$ cat src/rtl/avalon_bram_arbiter.sv
// Two-host round-robin arbiter in front of one Avalon-MM BRAM agent.
// Define AVALON_ARB_TIMEOUT_EN to enable the read-response watchdog.
module avalon_bram_arbiter #(
    parameter int ADDR_W      = 32,
    parameter int DATA_W      = 32,
    parameter int TIMEOUT_CYC = 64
) (
    input  logic              clk,
    input  logic              reset_n,
    input  logic [ADDR_W-1:0] h0_address,
    input  logic              h0_read,
    input  logic              h0_write,
    input  logic [DATA_W-1:0] h0_writedata,
    output logic [DATA_W-1:0] h0_readdata,
    output logic              h0_readdatavalid,
    output logic              h0_waitrequest,
    input  logic [ADDR_W-1:0] h1_address,
    input  logic              h1_read,
    input  logic              h1_write,
    input  logic [DATA_W-1:0] h1_writedata,
    output logic [DATA_W-1:0] h1_readdata,
    output logic              h1_readdatavalid,
    output logic              h1_waitrequest,
    output logic [ADDR_W-1:0] m_address,
    output logic              m_read,
    output logic              m_write,
    output logic [DATA_W-1:0] m_writedata,
    input  logic [DATA_W-1:0] m_readdata,
    input  logic              m_readdatavalid,
    input  logic              m_waitrequest,
    output logic              err_timeout
);

    typedef enum logic [1:0] {IDLE, GRANT, WAIT_RD} state_e;

    state_e            state_q, state_d;
    logic              owner_q, owner_d;
    logic              last_q, last_d;
    logic [ADDR_W-1:0] addr_q, addr_d;
    logic [DATA_W-1:0] wdata_q, wdata_d;
    logic [DATA_W-1:0] rd0_q, rd0_d, rd1_q, rd1_d;

    logic              o_rd, o_wr;
    logic [ADDR_W-1:0] o_addr;
    logic [DATA_W-1:0] o_wdata;
    logic              rsp;
    logic [DATA_W-1:0] rsp_data;
    logic              expire;
    logic [DATA_W-1:0] expire_data;

`ifdef AVALON_ARB_TIMEOUT_EN
    localparam int CLG   = $clog2(TIMEOUT_CYC + 1);
    localparam int CNT_W = (CLG > 8) ? CLG : 8;
    localparam logic [DATA_W-1:0] TO_DATA = DATA_W'(32'hDEAD_BEEF);

    logic [CNT_W-1:0] cnt_q, cnt_d;
    logic             err_q, err_d;

    assign expire = (state_q == WAIT_RD) && !m_readdatavalid
                 && (cnt_q == CNT_W'(TIMEOUT_CYC - 1));
    assign expire_data = TO_DATA;
    assign err_timeout = err_q;

    // Counter is zero outside WAIT_RD, so it restarts on every entry.
    always_comb begin
        cnt_d = '0;
        err_d = err_q;
        if (state_q == WAIT_RD) cnt_d = cnt_q + 1'b1;
        if (expire) err_d = 1'b1;
    end

    always_ff @(posedge clk or negedge reset_n) begin
        if (!reset_n) begin
            cnt_q <= '0;
            err_q <= 1'b0;
        end else begin
            cnt_q <= cnt_d;
            err_q <= err_d;
        end
    end
`else
    assign expire      = 1'b0;
    assign expire_data = '0;
    assign err_timeout = 1'b0;
`endif

    always_comb begin
        o_rd    = owner_q ? h1_read      : h0_read;
        o_wr    = owner_q ? h1_write     : h0_write;
        o_addr  = owner_q ? h1_address   : h0_address;
        o_wdata = owner_q ? h1_writedata : h0_writedata;
    end

    always_comb begin
        state_d        = state_q;
        owner_d        = owner_q;
        last_d         = last_q;
        addr_d         = addr_q;
        wdata_d        = wdata_q;
        rd0_d          = rd0_q;
        rd1_d          = rd1_q;
        m_read         = 1'b0;
        m_write        = 1'b0;
        m_address      = addr_q;
        m_writedata    = wdata_q;
        h0_waitrequest = 1'b1;
        h1_waitrequest = 1'b1;
        rsp            = 1'b0;
        rsp_data       = m_readdata;
        unique case (state_q)
            IDLE: begin
                if (h0_read | h0_write | h1_read | h1_write) state_d = GRANT;
                if ((h0_read | h0_write) && (h1_read | h1_write))
                    owner_d = ~last_q;
                else if (h0_read | h0_write)
                    owner_d = 1'b0;
                else if (h1_read | h1_write)
                    owner_d = 1'b1;
            end
            GRANT: begin
                // Write wins when a host raises both strobes.
                m_write     = o_wr;
                m_read      = o_rd & ~o_wr;
                m_address   = o_addr;
                m_writedata = o_wdata;
                addr_d      = o_addr;
                wdata_d     = o_wdata;
                if (owner_q) h1_waitrequest = m_waitrequest;
                else         h0_waitrequest = m_waitrequest;
                if (!(o_rd | o_wr)) begin
                    state_d = IDLE;
                end else if (!m_waitrequest) begin
                    last_d  = owner_q;
                    state_d = o_wr ? IDLE : WAIT_RD;
                end
            end
            WAIT_RD: begin
                if (m_readdatavalid) begin
                    rsp = 1'b1;
                end else if (expire) begin
                    rsp      = 1'b1;
                    rsp_data = expire_data;
                end
                if (rsp) state_d = IDLE;
            end
            default: state_d = IDLE;
        endcase
        if (rsp && owner_q)  rd1_d = rsp_data;
        if (rsp && !owner_q) rd0_d = rsp_data;
    end

    assign h0_readdatavalid = rsp & ~owner_q;
    assign h1_readdatavalid = rsp & owner_q;
    assign h0_readdata      = rd0_d;
    assign h1_readdata      = rd1_d;

    always_ff @(posedge clk or negedge reset_n) begin
        if (!reset_n) begin
            state_q <= IDLE;
            owner_q <= 1'b0;
            last_q  <= 1'b1;
            addr_q  <= '0;
            wdata_q <= '0;
            rd0_q   <= '0;
            rd1_q   <= '0;
        end else begin
            state_q <= state_d;
            owner_q <= owner_d;
            last_q  <= last_d;
            addr_q  <= addr_d;
            wdata_q <= wdata_d;
            rd0_q   <= rd0_d;
            rd1_q   <= rd1_d;
        end
    end

endmodule
$ cat config.mk
export PLATFORM = sky130hd
export DESIGN_NAME = avalon_bram_arbiter
export DESIGN_NICKNAME = d
export VERILOG_FILES = /design/src/rtl/avalon_bram_arbiter.sv
export SDC_FILE = /design/constraint.sdc
export NUM_CORES = 1
export LEC_CHECK = 0
export CORE_MARGIN = 3
export CORE_UTILIZATION = 30
export CTS_CLUSTER_SIZE = 10
export DETAILED_ROUTE_END_ITERATION = 16
export GPL_ROUTABILITY_DRIVEN = 0
export HOLD_SLACK_MARGIN = 0.08
export SLEW_MARGIN = 20
export SYNTH_ARGS = -nofsm -noshare
export SYNTH_HDL_FRONTEND = slang
export SYNTH_SLANG_ARGS = --single-unit
$ cat constraint.sdc
create_clock -name clk -period 1.8 [get_ports clk]
set_input_delay 0.36 -clock clk [delete_from_list [all_inputs] [get_ports clk]]
set_output_delay 0.36 -clock clk [all_outputs]
set_load 0.005 [all_outputs]
==> results.md <==
* Outcome: finished with violations
* Failing checks: negative setup slack
* Pre-antenna DRT Iters at 4
* Yosys warns at 0
* Hold_ws at 0.419 ns
* Inserted Diodes at 0
* Chip Width at 143 um
* Crit-path max cell delay at 0.51 ns
* Max Clk Rate at 419 MHz
* Insertion delay to the later sink of the worst-skew pair at 0.41 ns
* Tot Pwr at roughly 22 mW
* Final Skew at 0.0104 ns
* Critical path class: reg -> out
* Core area at between 0.015 and 0.02 mm^2
* Data arrival, critical path at 2.03 ns
* Initial Util at 0.309
* Initial antenna violation count at 0
* Synthesized Nets at 620
* CP cell instances: nor3_4 > buf_6 > buf_12 > buf_6 > buf_6 > mux2_4 > buf_6
* Initial DRC count at 151
* Sum Neg Setup Slack at -61.11 ns
* Comb power frac at 0.604
* Fin. Hold Viols at 0
* Global route overflow at 0
* Worst IR Drop VDD at ~940 uV
* # H-tree levels at 4
* Max-cap violations at 0
* Hold Path Class: in -> async
* Ports at 303
* CTS Buf Count at 17
* Power Dens Cells at 1810 mW/mm^2
* Mapped cell area at 0.00563 mm^2
* Peak fanout along the critical path at 4
* Switch share at 0.322
* Cell Int Power at 14.9 mW
* Final period util at 1.33
* Sequential Power Share at 0.218
* Top cell family by delay on the critical path: buffers and inverters
* CP most frequent cell: buf_6
* Largest net degree at the start of global routing at 44
* Clk pwr share at 0.178
* CP required at 1.44 ns
* # rows at 49
* Cell count after synthesis at 452
* Clock Root Buffer: clkbuf_16
* Critical Path Sink Type: primary output
* Sequential fraction of the synthesis area at 0.587
* Via count at 5537
* Vias per cell at around 4.6
* Die ar. at 0.0205 mm^2
* P_sw at 7.05 mW
* Layout Area Growth over Synthesis at 115%
* Synthesized area per cell at around 12 um^2
* CP Launch Type: register
* Yosys cell types at 27
* Placed wire-length estimate at 13700 um
* CTS sink count at about 130
* Die Height at 143 um
* First-pass GRT wire length at 32200 um
* CTS tree: built
* RSZ-0062 raised after global routing: yes
* Slew Viols, Final at 0
* Clock Pin Slew Worst Setup and Hold Paths at about 0.060 ns
* Total GRT Usage at 0.203
* Buf+Inv Stages, Crit Path at 5
* Final net count at 1135
* # port buffers at 301
* Leakage power at 6.00 nW
* Layout cell share with drive strength beyond 1 at 0.556
* Vias in the first global route at between 6000 and 7000
* Tmin final at 2.39 ns
* Setup slack after layout at -0.587 ns
* Seq cells post-synth at 132
* Clock Tree Buf Depth at 2
* Final antenna-violating net count at 0
* Crit path max-delay cell type: dfrtp_4
* Drt wl/cell at between 15 and 20 um
* Final WL at 21900 um
* # setup viols final at 137
* DR DRC count at 0
-- cell families after synthesis --
group,Yosys count,synth area share
flip-flops,132,0.587
multiplexers,129,0.244
AND/OR/NAND/NOR,82,0.0624
AO/OA/AOI/OAI,74,0.0702
buffers and inverters,34,0.0364
other,1,0.000666
-- layout by cell type, fill, tap and decap left out, types with 2 or more instances in the layout --
| master | netlist | final |
|---|---|---|
| clkdlybuf4s50_1 | 0 | 165 |
| buf_4 | 11 | 138 |
| dfrtp_1 | 131 | 128 |
| buf_6 | 3 | 107 |
| buf_2 | 11 | 65 |
| nand2_1 | 67 | 54 |
| mux2_4 | 0 | 53 |
| o21ai_2 | 0 | 36 |
| mux2i_1 | 65 | 36 |
| mux2i_2 | 0 | 26 |
| o21ai_1 | 0 | 19 |
| clkbuf_16 | 0 | 19 |
| buf_12 | 0 | 15 |
| mux2_2 | 58 | 11 |
| dlymetal6s2s_1 | 0 | 11 |
| nand2_2 | 1 | 10 |
| o21ai_4 | 0 | 9 |
| buf_8 | 0 | 9 |
| nor2_1 | 8 | 6 |
| buf_16 | 0 | 6 |
| bufinv_16 | 0 | 5 |
| clkbuf_2 | 0 | 5 |
| nand2_4 | 0 | 4 |
| inv_6 | 0 | 4 |
| mux2i_4 | 0 | 3 |
| inv_1 | 3 | 3 |
| nand2b_4 | 0 | 2 |
| nor2_4 | 0 | 2 |
| a21oi_1 | 2 | 2 |
| o31ai_1 | 3 | 2 |
| clkinv_4 | 0 | 2 |
| dfrtp_2 | 0 | 2 |
-- state kept, by name, indices dropped and copies added (netlist names) --
| name | flops |
|---|---|
| addr_q | 32 |
| owner_q | 1 |
| wdata_q | 32 |
| rd0_q | 32 |
| last_q | 1 |
| state_q | 2 |
| rd1_q | 32 |
-- final cells by class --
class,count,area [um^2]
clock inverters,13,221
inverters,3,11.3
multi-input cells,287,2800
repair buffers,526,5060
flip-flops and latches,132,3310
fillers,1349,6080
clock buffers,18,439
well taps,229,287
-- final timing paths --
check | startpoint | end | slack (ns) | cells after the start
worst min-delay path | reset_n | rd0_q[14] | 0.42 | 2
worst max register to register | owner_q | wdata_q[3] | -0.13 | 10
max in group asynchronous | reset_n | wdata_q[28] | 0.80 | 3
worst min register to register | addr_q[14] | addr_q[14] | 0.47 | 2
worst max-delay path | owner_q | h0_readdata[11] | -0.59 | 7
min in group clk | addr_q[14] | addr_q[14] | 0.47 | 2
-- metrics by stage --
step	utilization	setup slack, ns	instances	instance area (um^2)
global route	0.666	-0.655	1208	12100
detailed placement	0.516	-0.764	1022	9390
CTS	0.630	-0.772	1178	11500
floorplan	-	0.116	452	5630
finish	0.666	-0.587	1208	12100
global placement	0.516	-0.728	1022	9390
-- cells in the mapped netlist --
| cell | count | area, um^2 |
|---|---|---|
| o31ai_1 | 3 | 22.5 |
| o22ai_1 | 1 | 6.26 |
| mux2i_1 | 65 | 651 |
| dfstp_2 | 1 | 26.3 |
| dfrtp_1 | 131 | 3280 |
| nand2b_1 | 2 | 12.5 |
| nor3_1 | 1 | 5.00 |
| a32oi_1 | 1 | 8.76 |
| o21ai_0 | 64 | 320 |
| mux2_2 | 58 | 653 |
| buf_4 | 11 | 82.6 |
| clkbuf_1 | 6 | 22.5 |
| mux2_1 | 6 | 67.6 |
| buf_6 | 3 | 33.8 |
| nand2_2 | 1 | 6.26 |
| or3_1 | 1 | 6.26 |
| conb_1 | 1 | 3.75 |
| buf_2 | 11 | 55.1 |
| a21oi_1 | 2 | 10.0 |
| o21ba_2 | 1 | 10.0 |
| o41ai_1 | 1 | 8.76 |
| inv_1 | 3 | 11.3 |
| nand2_1 | 67 | 251 |
| nand4b_4 | 1 | 23.8 |
| nor3_4 | 1 | 16.3 |
| o2bb2ai_1 | 1 | 8.76 |
| nor2_1 | 8 | 30.0 |
-- power groups by stage --
| stage | Clock (mW) | Sequential [mW] | Combinational (mW) |
|---|---|---|---|
| final | 3.90 | 4.79 | 13.2 |
| after global routing | 4.12 | 4.91 | 14.2 |
| after CTS | 3.98 | 4.72 | 11.5 |
| after detailed placement | 0 | 4.75 | 9.06 |
| after global placement | 0 | 4.70 | 8.93 |
| after floorplan | 0 | 4.58 | 3.36 |
-- repair_timing --
action | CTS | global route
buffers inserted | 112 | 49
setup endpoints to repair | 134 | 139
pin swaps | 57 | 64
resized for setup | 706 | 173
gates cloned | 13 | 2
hold buffers | 1 | 0
endpoints found under the hold margin | 22 | 0
-- metal layers --
metal,global-route usage,vias to the layer above,part of all wire,wire (um)
met5,0,-,0,0
met4,0.0650,0,0.015,330
met3,0.0596,23,0.068,1490
met2,0.365,204,0.53,11600
met1,0.232,2693,0.39,8430
li1,-,2617,-,-
Note: power is estimated with default switching activity, not from simulation.
